File: config.mk
export PLATFORM = sky130hd
export DESIGN_NAME = aes_tlul_host_arb
export DESIGN_NICKNAME = d
export VERILOG_FILES = /design/src/rtl/aes_tlul_host_arb.sv
export SDC_FILE = /design/constraint.sdc
export NUM_CORES = 1
export LEC_CHECK = 0
export ABC_AREA = 1
export CAP_MARGIN = 15
export CORE_AREA = 2 2 109 111
export CTS_BUF_LIST = sky130_fd_sc_hd__clkbuf_16
export CTS_CLUSTER_SIZE = 16
export DETAILED_ROUTE_END_ITERATION = 8
export DIE_AREA = 0 0 111 113
export PLACE_DENSITY = 0.69
export SLEW_MARGIN = 20
export SYNTH_ARGS = -nofsm -noshare
export SYNTH_HDL_FRONTEND = slang
export SYNTH_SLANG_ARGS = --single-unit
File: constraint.sdc
create_clock -name clk_i -period 1.5 [get_ports clk_i]
set_input_delay 0.3 -clock clk_i [delete_from_list [all_inputs] [get_ports clk_i]]
set_output_delay 0.3 -clock clk_i [all_outputs]
set_load 0.05 [all_outputs]
File: src/rtl/aes_tlul_host_arb.sv
// Round-robin arbiter sharing one AES TL-UL register port between NUM_REQ hosts.
// One transaction is outstanding at a time; a response timeout returns an error
// to the owning host and the late AES response is absorbed afterwards.
module aes_tlul_host_arb #(
  parameter int unsigned NUM_REQ    = 2,
  parameter int unsigned ADDR_WIDTH = 32,
  parameter int unsigned DATA_WIDTH = 32,
  parameter int unsigned TIMEOUT    = 64
) (
  input  logic                            clk_i,
  input  logic                            rst_ni,
  // host side
  input  logic [NUM_REQ-1:0]              h_a_valid,
  input  logic [NUM_REQ*3-1:0]            h_a_opcode,
  input  logic [NUM_REQ*ADDR_WIDTH-1:0]   h_a_address,
  input  logic [NUM_REQ*DATA_WIDTH-1:0]   h_a_data,
  output logic [NUM_REQ-1:0]              h_a_ready,
  output logic [NUM_REQ-1:0]              h_d_valid,
  output logic [DATA_WIDTH-1:0]           h_d_data,
  output logic                            h_d_error,
  input  logic [NUM_REQ-1:0]              h_d_ready,
  // AES side
  output logic                            a_valid,
  output logic [2:0]                      a_opcode,
  output logic [ADDR_WIDTH-1:0]           a_address,
  output logic [DATA_WIDTH-1:0]           a_data,
  input  logic                            a_ready,
  input  logic                            d_valid,
  input  logic [DATA_WIDTH-1:0]           d_data,
  input  logic                            d_error,
  output logic                            d_ready
);

  localparam int unsigned GW       = (NUM_REQ > 1) ? $clog2(NUM_REQ) : 1;
  localparam int unsigned TW       = $clog2(TIMEOUT + 2);
  localparam int unsigned TMO_LAST = (TIMEOUT == 0) ? 0 : TIMEOUT - 1;

  typedef enum logic [2:0] {
    ST_IDLE  = 3'd0,
    ST_ADDR  = 3'd1,
    ST_RESP  = 3'd2,
    ST_ERR   = 3'd3,
    ST_DRAIN = 3'd4
  } state_e;

  state_e          r_state;
  logic [GW-1:0]   r_grant;
  logic [GW-1:0]   r_rr_ptr;
  logic [TW-1:0]   r_tmo_cnt;

  logic            w_any;
  logic [GW-1:0]   w_pick;
  logic [GW-1:0]   w_next_ptr;
  int unsigned     w_idx;

  // First requester at or after the round-robin pointer, wrapping modulo NUM_REQ
  always_comb begin
    w_any  = 1'b0;
    w_pick = '0;
    w_idx  = 0;
    for (int unsigned i = 0; i < NUM_REQ; i++) begin
      w_idx = 32'(r_rr_ptr) + i;
      if (w_idx >= NUM_REQ) w_idx = w_idx - NUM_REQ;
      if (!w_any && h_a_valid[w_idx]) begin
        w_any  = 1'b1;
        w_pick = GW'(w_idx);
      end
    end
  end

  // Pointer moves to the host after the one just served
  assign w_next_ptr = (r_grant == GW'(NUM_REQ - 1)) ? '0 : r_grant + GW'(1);

  // Arbitration FSM, grant, round-robin pointer and response timeout counter
  always_ff @(posedge clk_i) begin
    if (!rst_ni) begin
      r_state   <= ST_IDLE;
      r_grant   <= '0;
      r_rr_ptr  <= '0;
      r_tmo_cnt <= '0;
    end else begin
      case (r_state)
        ST_IDLE: begin
          if (w_any) begin
            r_grant <= w_pick;
            r_state <= ST_ADDR;
          end
        end
        ST_ADDR: begin
          if (a_ready) begin
            r_tmo_cnt <= '0;
            r_state   <= ST_RESP;
          end
        end
        ST_RESP: begin
          if (d_valid && h_d_ready[r_grant]) begin
            r_rr_ptr <= w_next_ptr;
            r_state  <= ST_IDLE;
          end else begin
            if (TIMEOUT != 0 && r_tmo_cnt == TW'(TMO_LAST)) r_state <= ST_ERR;
            if (r_tmo_cnt != {TW{1'b1}}) r_tmo_cnt <= r_tmo_cnt + TW'(1);
          end
        end
        ST_ERR: begin
          if (h_d_ready[r_grant]) begin
            r_rr_ptr <= w_next_ptr;
            r_state  <= ST_DRAIN;
          end
        end
        ST_DRAIN: begin
          if (d_valid) r_state <= ST_IDLE;
        end
        default: r_state <= ST_IDLE;
      endcase
    end
  end

  // Channel steering: only the granted host ever sees ready/valid
  always_comb begin
    a_valid   = 1'b0;
    a_opcode  = '0;
    a_address = '0;
    a_data    = '0;
    d_ready   = 1'b0;
    h_a_ready = '0;
    h_d_valid = '0;
    h_d_data  = '0;
    h_d_error = 1'b0;
    case (r_state)
      ST_ADDR: begin
        a_valid            = 1'b1;
        a_opcode           = h_a_opcode[int'(r_grant)*3 +: 3];
        a_address          = h_a_address[int'(r_grant)*ADDR_WIDTH +: ADDR_WIDTH];
        a_data             = h_a_data[int'(r_grant)*DATA_WIDTH +: DATA_WIDTH];
        h_a_ready[r_grant] = a_ready;
      end
      ST_RESP: begin
        d_ready            = h_d_ready[r_grant];
        h_d_valid[r_grant] = d_valid;
        h_d_data           = d_data;
        h_d_error          = d_error;
      end
      ST_ERR: begin
        h_d_valid[r_grant] = 1'b1;
        h_d_error          = 1'b1;
      end
      ST_DRAIN: begin
        d_ready = 1'b1;
      end
      default: ;
    endcase
  end

endmodule
==> qor.yml, run 1 <==
run_status: "complete, but fails checks"
failed_checks: "setup timing"
clock_tree_from_tritoncts: "yes"
ys_seq_elements: 12
final.period_utilization_pct: 115.9
synth.avg_cell_area_sq_um: 4.812
grt_pass1_vias: 4474
synthesis.instances: 434
worstPathArrival_ns: 1.44
design.portCount: 281
syn_to_final_growth_pct: 291.1
clock-skew-final_ns: 0.0009156
power_per_cell_area_nw_per_um2: 1498
clock_latency_ns: 0.24
path_delay_family: "buffers and inverters"
setup.worst_path.start_class: "flip-flop"
rsz0062_at_grt: "true"
post-route-min-period_ns: 1.738
clk_root_buffer_cell: "sky130_fd_sc_hd__clkbuf_16"
dpl.hpwl_um: 11650
timing.final.hold_violations: 0
final_cell_count_no_fill: 887
initial_standard_cell_utilization_of_the_core_pct: 18.53
drt_first_iter_violations: 269
drt-wirelength-per-cell_um: 17.64
grt_overflow: 0
routabilityCongestion: 0.9198
crit_path_max_incr_delay_ns: 0.40
crit_path_frequent_cell: "sky130_fd_sc_hd__buf_12"
cts_buffer_depth: 2
tightestPinTransition_ns: 0.2953
clock_pin_transition_on_the_worst_setup_and_hold_timing_paths_ns: 0.04
final_net_count: 920
yosys.cell_count.top_type: "sky130_fd_sc_hd__nand2_1"
timing.critical_path.buf_inv: 4
setup_viol_count_final: 107
drt_pre_antenna_iters: 4
worstPathMaxFanout: 9
timing.fmax_mhz: 575.3
synth.cell_area_sq_um: 2088
fin_total_pwr_mw: 12.23
post_synth_edffs: 0
timing.critical_path.required_ns: 1.20
setup.worst_path.class: "reg2out"
drc: 0
floorplan.rows: 39
critical-path-slowest-cell: "sky130_fd_sc_hd__dfxtp_4"
netlist.top_cell.by_area: "sky130_fd_sc_hd__nand2_1"
cap_viol_max_count: 0
asyncSetResetFlopFracSynth_pct: 0
fp.dieArea_sq_um: 12540
min-delay-path-class: "reg2reg"
num_vias: 4189
sequential_cell_area_fraction_in_the_yosys_report_pct: 11.50
ys_top_cells_by_count: "sky130_fd_sc_hd__nand2_1, sky130_fd_sc_hd__a21oi_1, sky130_fd_sc_hd__nor2_1"
antenna_violations_before_repair: 1
synth_top_cell_area_share_pct: 31.64
final_layout_size_suffix_gt1_share_pct: 49.26
placed_cells_incl_taps: 861
die_y_um: 113
cell_types_occupying_the_most_area_after_synthesis: "sky130_fd_sc_hd__nand2_1, sky130_fd_sc_hd__a21oi_1, sky130_fd_sc_hd__dfxtp_1, sky130_fd_sc_hd__nor2_1, sky130_fd_sc_hd__inv_1"
yosysWarnings: 0
numCtsBuffers: 3
path_cells: "inv_8, buf_12, clkbuf_16, nand2_1, a21oi_4, buf_12"
core_sq_um: 11270
stdcell_area_sq_um: 8167
filler_cell_count: 743
gr-usage-all-layers_pct: 23.26
maxSlewHeadroom_pct: 80.11
max-vdd-ir-drop_v: 0.001059
endpoint_kind: "output pin"
post_synth_num_cell_types: 28
first_pass_grt_wire_length_um: 23680
fp.dieW_um: 111
most_frequently_used_flop_master_after_synthesis: "sky130_fd_sc_hd__dfxtp_1"
syn-num-nets: 610
setup_ws_ns: -0.2382
power.leakage_nw: 3.165
largest_net_degree_at_the_start_of_global_routing: 25
postCtsHoldBufs: 0
cts_max_level: 1
vias_per_cell: 4.723
detail_route.wirelength_um: 15640
finalMaxSlewViolations: 0
detail-route-antenna-nets: 0
placed_cell_area_sq_um: 7413
number_of_port_buffers: 280
cts.sink_count: 12
per-stage QoR:
step / hold WS, ns / worst slack [ns] / setup TNS, ns / utilization [%]
after floorplan: 0.4204 / -0.2277 / -5.325 / -
after global placement: 0.4589 / -0.1563 / -1.486 / 65.77
after detailed placement: 0.4646 / -0.2354 / -2.187 / 65.77
after CTS: 0.4680 / -0.2316 / -19.22 / 70.62
after global routing: 0.4854 / -0.2749 / -23.76 / 72.45
final: 0.4743 / -0.2382 / -19.00 / 72.45
flip-flops by register name (all words and copies together) (netlist names):
signal,cells
r_grant,1
r_rr_ptr,1
r_state,3
r_tmo_cnt,7
power breakdown:
group	switching (mW)	internal, mW
clock network	0.146	0.352
logic	6.14	5.04
registers	0.129	0.423
final timing paths:
check	from	to	slack (ns)	cells past startpoint
worst max-delay path	r_grant$_SDFFE_PN0P_	a_address[22]	-0.24	6
worst min-delay path	r_tmo_cnt[6]$_SDFFE_PN0P_	r_tmo_cnt[6]$_SDFFE_PN0P_	0.47	2
worst max register to register	r_state[0]$_SDFFE_PN0P_	r_state[2]$_SDFFE_PN0P_	0	9
worst min register to register	r_tmo_cnt[6]$_SDFFE_PN0P_	r_tmo_cnt[6]$_SDFFE_PN0P_	0.47	2
area by class of cell:
cell class	count	area, sq um	share of cell area, %
repair buffers	331	4627	56.66
diodes	1	2.502	0.03064
clock buffers	3	75.07	0.9193
inverters	54	225.2	2.758
well taps	143	178.9	2.191
clock inverters	1	3.754	0.04596
flip-flops and latches	12	257.7	3.156
multi-input cells	342	2796	34.24
routing by layer:
layer,wire [um],track usage [%],vias up
li1,-,-,1967
met4,461,6.167,0
met3,1032,4.981,32
met2,8536,44.83,206
met5,0,0,-
met1,5613,25.82,1984
logic make-up (layout without fill, tap and decap cells):
kind of cell    after synthesis  after routing  synth area share (%)
simple gates                259            259                 51.83
flops                        12             12                 11.50
other cells                   0              1                     0
compound gates               82             82                 20.01
fa+ha+maj                     1              1                0.5991
buf+inv                      80            389                 16.06
tightest hold or removal path, stage by stage, from the launching register on:
cell,delay (ns)
sky130_fd_sc_hd__dfxtp_1,0.32
sky130_fd_sc_hd__inv_1,0.05
sky130_fd_sc_hd__a21oi_1,0.05
cells in the final DEF, fill, tap and decap left out, drive strengths merged:
| cell | n |
|---|---|
| nand2 | 178 |
| dfxtp | 12 |
| nor3 | 3 |
| buf | 155 |
| nor3b | 1 |
| nand4 | 2 |
| a21oi | 77 |
| o21ai | 5 |
| or2 | 1 |
| nand3b | 1 |
| clkinv | 1 |
| ha | 1 |
| inv | 54 |
| nor2 | 55 |
| clkbuf | 5 |
| nand3 | 18 |
| dlygate4sd2 | 1 |
| clkdlybuf4s50 | 173 |
| diode | 1 |
repair_timing:
item                       CTS  global route
pin swaps                   24            37
gates cloned                 6             2
gates resized for setup     66            65
setup buffers               13             4
setup endpoints to repair  108           114
(Power assumes the default switching activity.)
==> run 2: changes to the inputs <==
--- a/config.mk
+++ b/config.mk
@@ -12,7 +12,8 @@
 export CTS_CLUSTER_SIZE = 16
 export DETAILED_ROUTE_END_ITERATION = 8
 export DIE_AREA = 0 0 111 113
-export PLACE_DENSITY = 0.69
+export DONT_BUFFER_PORTS = 1
+export PLACE_DENSITY = 0.37
 export SLEW_MARGIN = 20
 export SYNTH_ARGS = -nofsm -noshare
 export SYNTH_HDL_FRONTEND = slang
==> qor.yml, run 2 (synthesized netlist as in run 1, its figures left out) <==
run_status: "complete, but fails checks"
failed_checks: "setup timing"
rr_startpoint: "r_state[1]$_SDFFE_PN0P_"
layout_commonest_cell: "sky130_fd_sc_hd__nand2_1"
path_cells: "inv_4, nand3_4, buf_12, buf_12, nor3_4, buf_12"
clock_tree_from_tritoncts: "yes"
final_layout_size_suffix_gt1_share_pct: 62.03
whs_ns: 0.1631
floorplan.rows: 39
cap_viol_max_count: 0
worstPathMaxFanout: 7
path_delay_family: "buffers and inverters"
final_cell_mix: "sky130_fd_sc_hd__nand2_1, sky130_fd_sc_hd__buf_12, sky130_fd_sc_hd__a21oi_4"
timing.critical_path.required_ns: 1.20
regToRegSetupSlack_ns: 0.02
largest_registers: "r_tmo_cnt (7), r_state (3)"
timing.critical_path.to: "h_a_ready[1]"
syn_to_final_growth_pct: 213.3
clock-skew-final_ns: 0.003269
antenna_violations_before_repair: 0
final.period_utilization_pct: 114.3
numCtsBuffers: 3
final_net_count: 759
power.leakage_nw: 2.642
drt_pre_antenna_iters: 4
min-delay-path-class: "in2reg"
clk_root_buffer_cell: "sky130_fd_sc_hd__clkbuf_16"
largest_register_ffs: 7
timing.fmax_mhz: 583.0
fin_total_pwr_mw: 12.14
power_per_cell_area_nw_per_um2: 1856
clock_pin_transition_on_the_worst_setup_and_hold_timing_paths_ns: 0.05
detail_route.wirelength_um: 12220
detail-route-antenna-nets: 0
endpoint_kind: "output pin"
ff2ff_path_depth: 9
num_vias: 3394
setup_ws_ns: -0.2151
largest_register_by_flop_count: "r_tmo_cnt"
finalMaxSlewViolations: 0
drt-wirelength-per-cell_um: 16.86
final_cell_count_no_fill: 725
vias_per_cell: 4.681
largest_net_degree_at_the_start_of_global_routing: 24
drt_first_iter_violations: 133
tightestPinTransition_ns: 0.2951
die_y_um: 113
cts.sink_count: 12
grt_overflow: 0
placed_cells_incl_taps: 689
setup.worst_path.class: "reg2out"
timing.final.hold_violations: 0
fp.dieW_um: 111
number_of_port_buffers: 0
maxSlewHeadroom_pct: 80.28
setup.worst_path.start_class: "flip-flop"
setup_viol_count_final: 106
crit_path_frequent_cell: "sky130_fd_sc_hd__buf_12"
post-route-min-period_ns: 1.715
critical-path-slowest-cell: "sky130_fd_sc_hd__dfxtp_4"
max-vdd-ir-drop_v: 0.0009490
rsz0062_at_grt: "true"
path_depth: 6
grt_pass1_vias: 3399
crit_path_max_incr_delay_ns: 0.36
timing.critical_path.buf_inv: 4
initial_standard_cell_utilization_of_the_core_pct: 18.53
worst_r2r_endpoint: "r_tmo_cnt[2]$_SDFFE_PN0P_"
worstPathArrival_ns: 1.42
insertedDiodeCount: 0
filler_cell_count: 996
cts_buffer_depth: 2
fin_setup_tns_ns: -16.71
cts_max_level: 1
crit_start: "r_state[1]$_SDFFE_PN0P_"
drc: 0
postLayoutCoreUtil_pct: 58.04
routabilityCongestion: 0.8687
core_sq_um: 11270
design.portCount: 281
clock_latency_ns: 0.24
gr-usage-all-layers_pct: 17.73
dpl.hpwl_um: 9394
postCtsHoldBufs: 0
hold_depth: 2
fp.dieArea_sq_um: 12540
first_pass_grt_wire_length_um: 18270
[run 2: metrics by stage]
step	cell area [sq um]	worst slack, ns
CTS	6165	-0.2372
floorplan	3161	-0.2277
detailed placement	5311	-0.02474
finish	6543	-0.2151
global route	6543	-0.2701
global placement	5311	0.001156
[run 2: repair_timing]
item,4_1_cts,5_1_grt
pin swaps,26,21
gates cloned,5,5
endpoints found under the setup margin,111,115
resized for setup,119,62
buffers inserted,19,5
hold endpoints to repair,0,0
[run 2: worst reg2reg max path, cell delays in order, from the launching register on]
cell,delay (ns)
sky130_fd_sc_hd__dfxtp_4,0.38
sky130_fd_sc_hd__inv_4,0.04
sky130_fd_sc_hd__buf_4,0.13
sky130_fd_sc_hd__buf_4,0.13
sky130_fd_sc_hd__nand4_2,0.11
sky130_fd_sc_hd__inv_2,0.06
sky130_fd_sc_hd__nor2_4,0.27
sky130_fd_sc_hd__nand2_8,0.10
sky130_fd_sc_hd__nand2_1,0.07
sky130_fd_sc_hd__a21oi_1,0.05
[run 2: final cells by class]
type                            instances  area, sq um  share of cell area (%)
Inverter                               54        230.2                   3.519
Sequential cell                        12        252.7                   3.863
Clock inverter                          1        3.754                 0.05737
Timing Repair Buffer                  170         2905                   44.41
Tap cell                              143        178.9                   2.735
Clock buffer                            3        75.07                   1.147
Multi-Input combinational cell        342         2897                   44.27
[run 2: how the worst min path moves through the flow]
stage                                            to  slack (ns)   start
final                       r_state[0]$_SDFFE_PN0P_        0.16  rst_ni
after global routing        r_state[0]$_SDFFE_PN0P_        0.17  rst_ni
after CTS                   r_state[0]$_SDFFE_PN0P_        0.16  rst_ni
after detailed placement    r_state[0]$_SDFFE_PN0P_        0.43  rst_ni
after global placement    r_tmo_cnt[5]$_SDFFE_PN0P_        0.42  rst_ni
after floorplan           r_tmo_cnt[5]$_SDFFE_PN0P_        0.42  rst_ni
[run 2: metal layers]
metal	track usage [%]	part of all wire (%)	vias to the layer above
li1	-	-	1644
met1	19.92	35	1589
met2	34.48	57	145
met3	3.428	6.4	16
met4	4.000	1.6	0
met5	0	0	-
[run 2: report_power, final]
| part | leakage (nW) | switching [mW] | total, mW | internal (mW) |
|---|---|---|---|---|
| Sequential | 0.100 | 0.0944 | 0.507 | 0.413 |
| Clock | 0.0385 | 0.152 | 0.504 | 0.352 |
| Combinational | 2.50 | 6.08 | 11.1 | 5.06 |
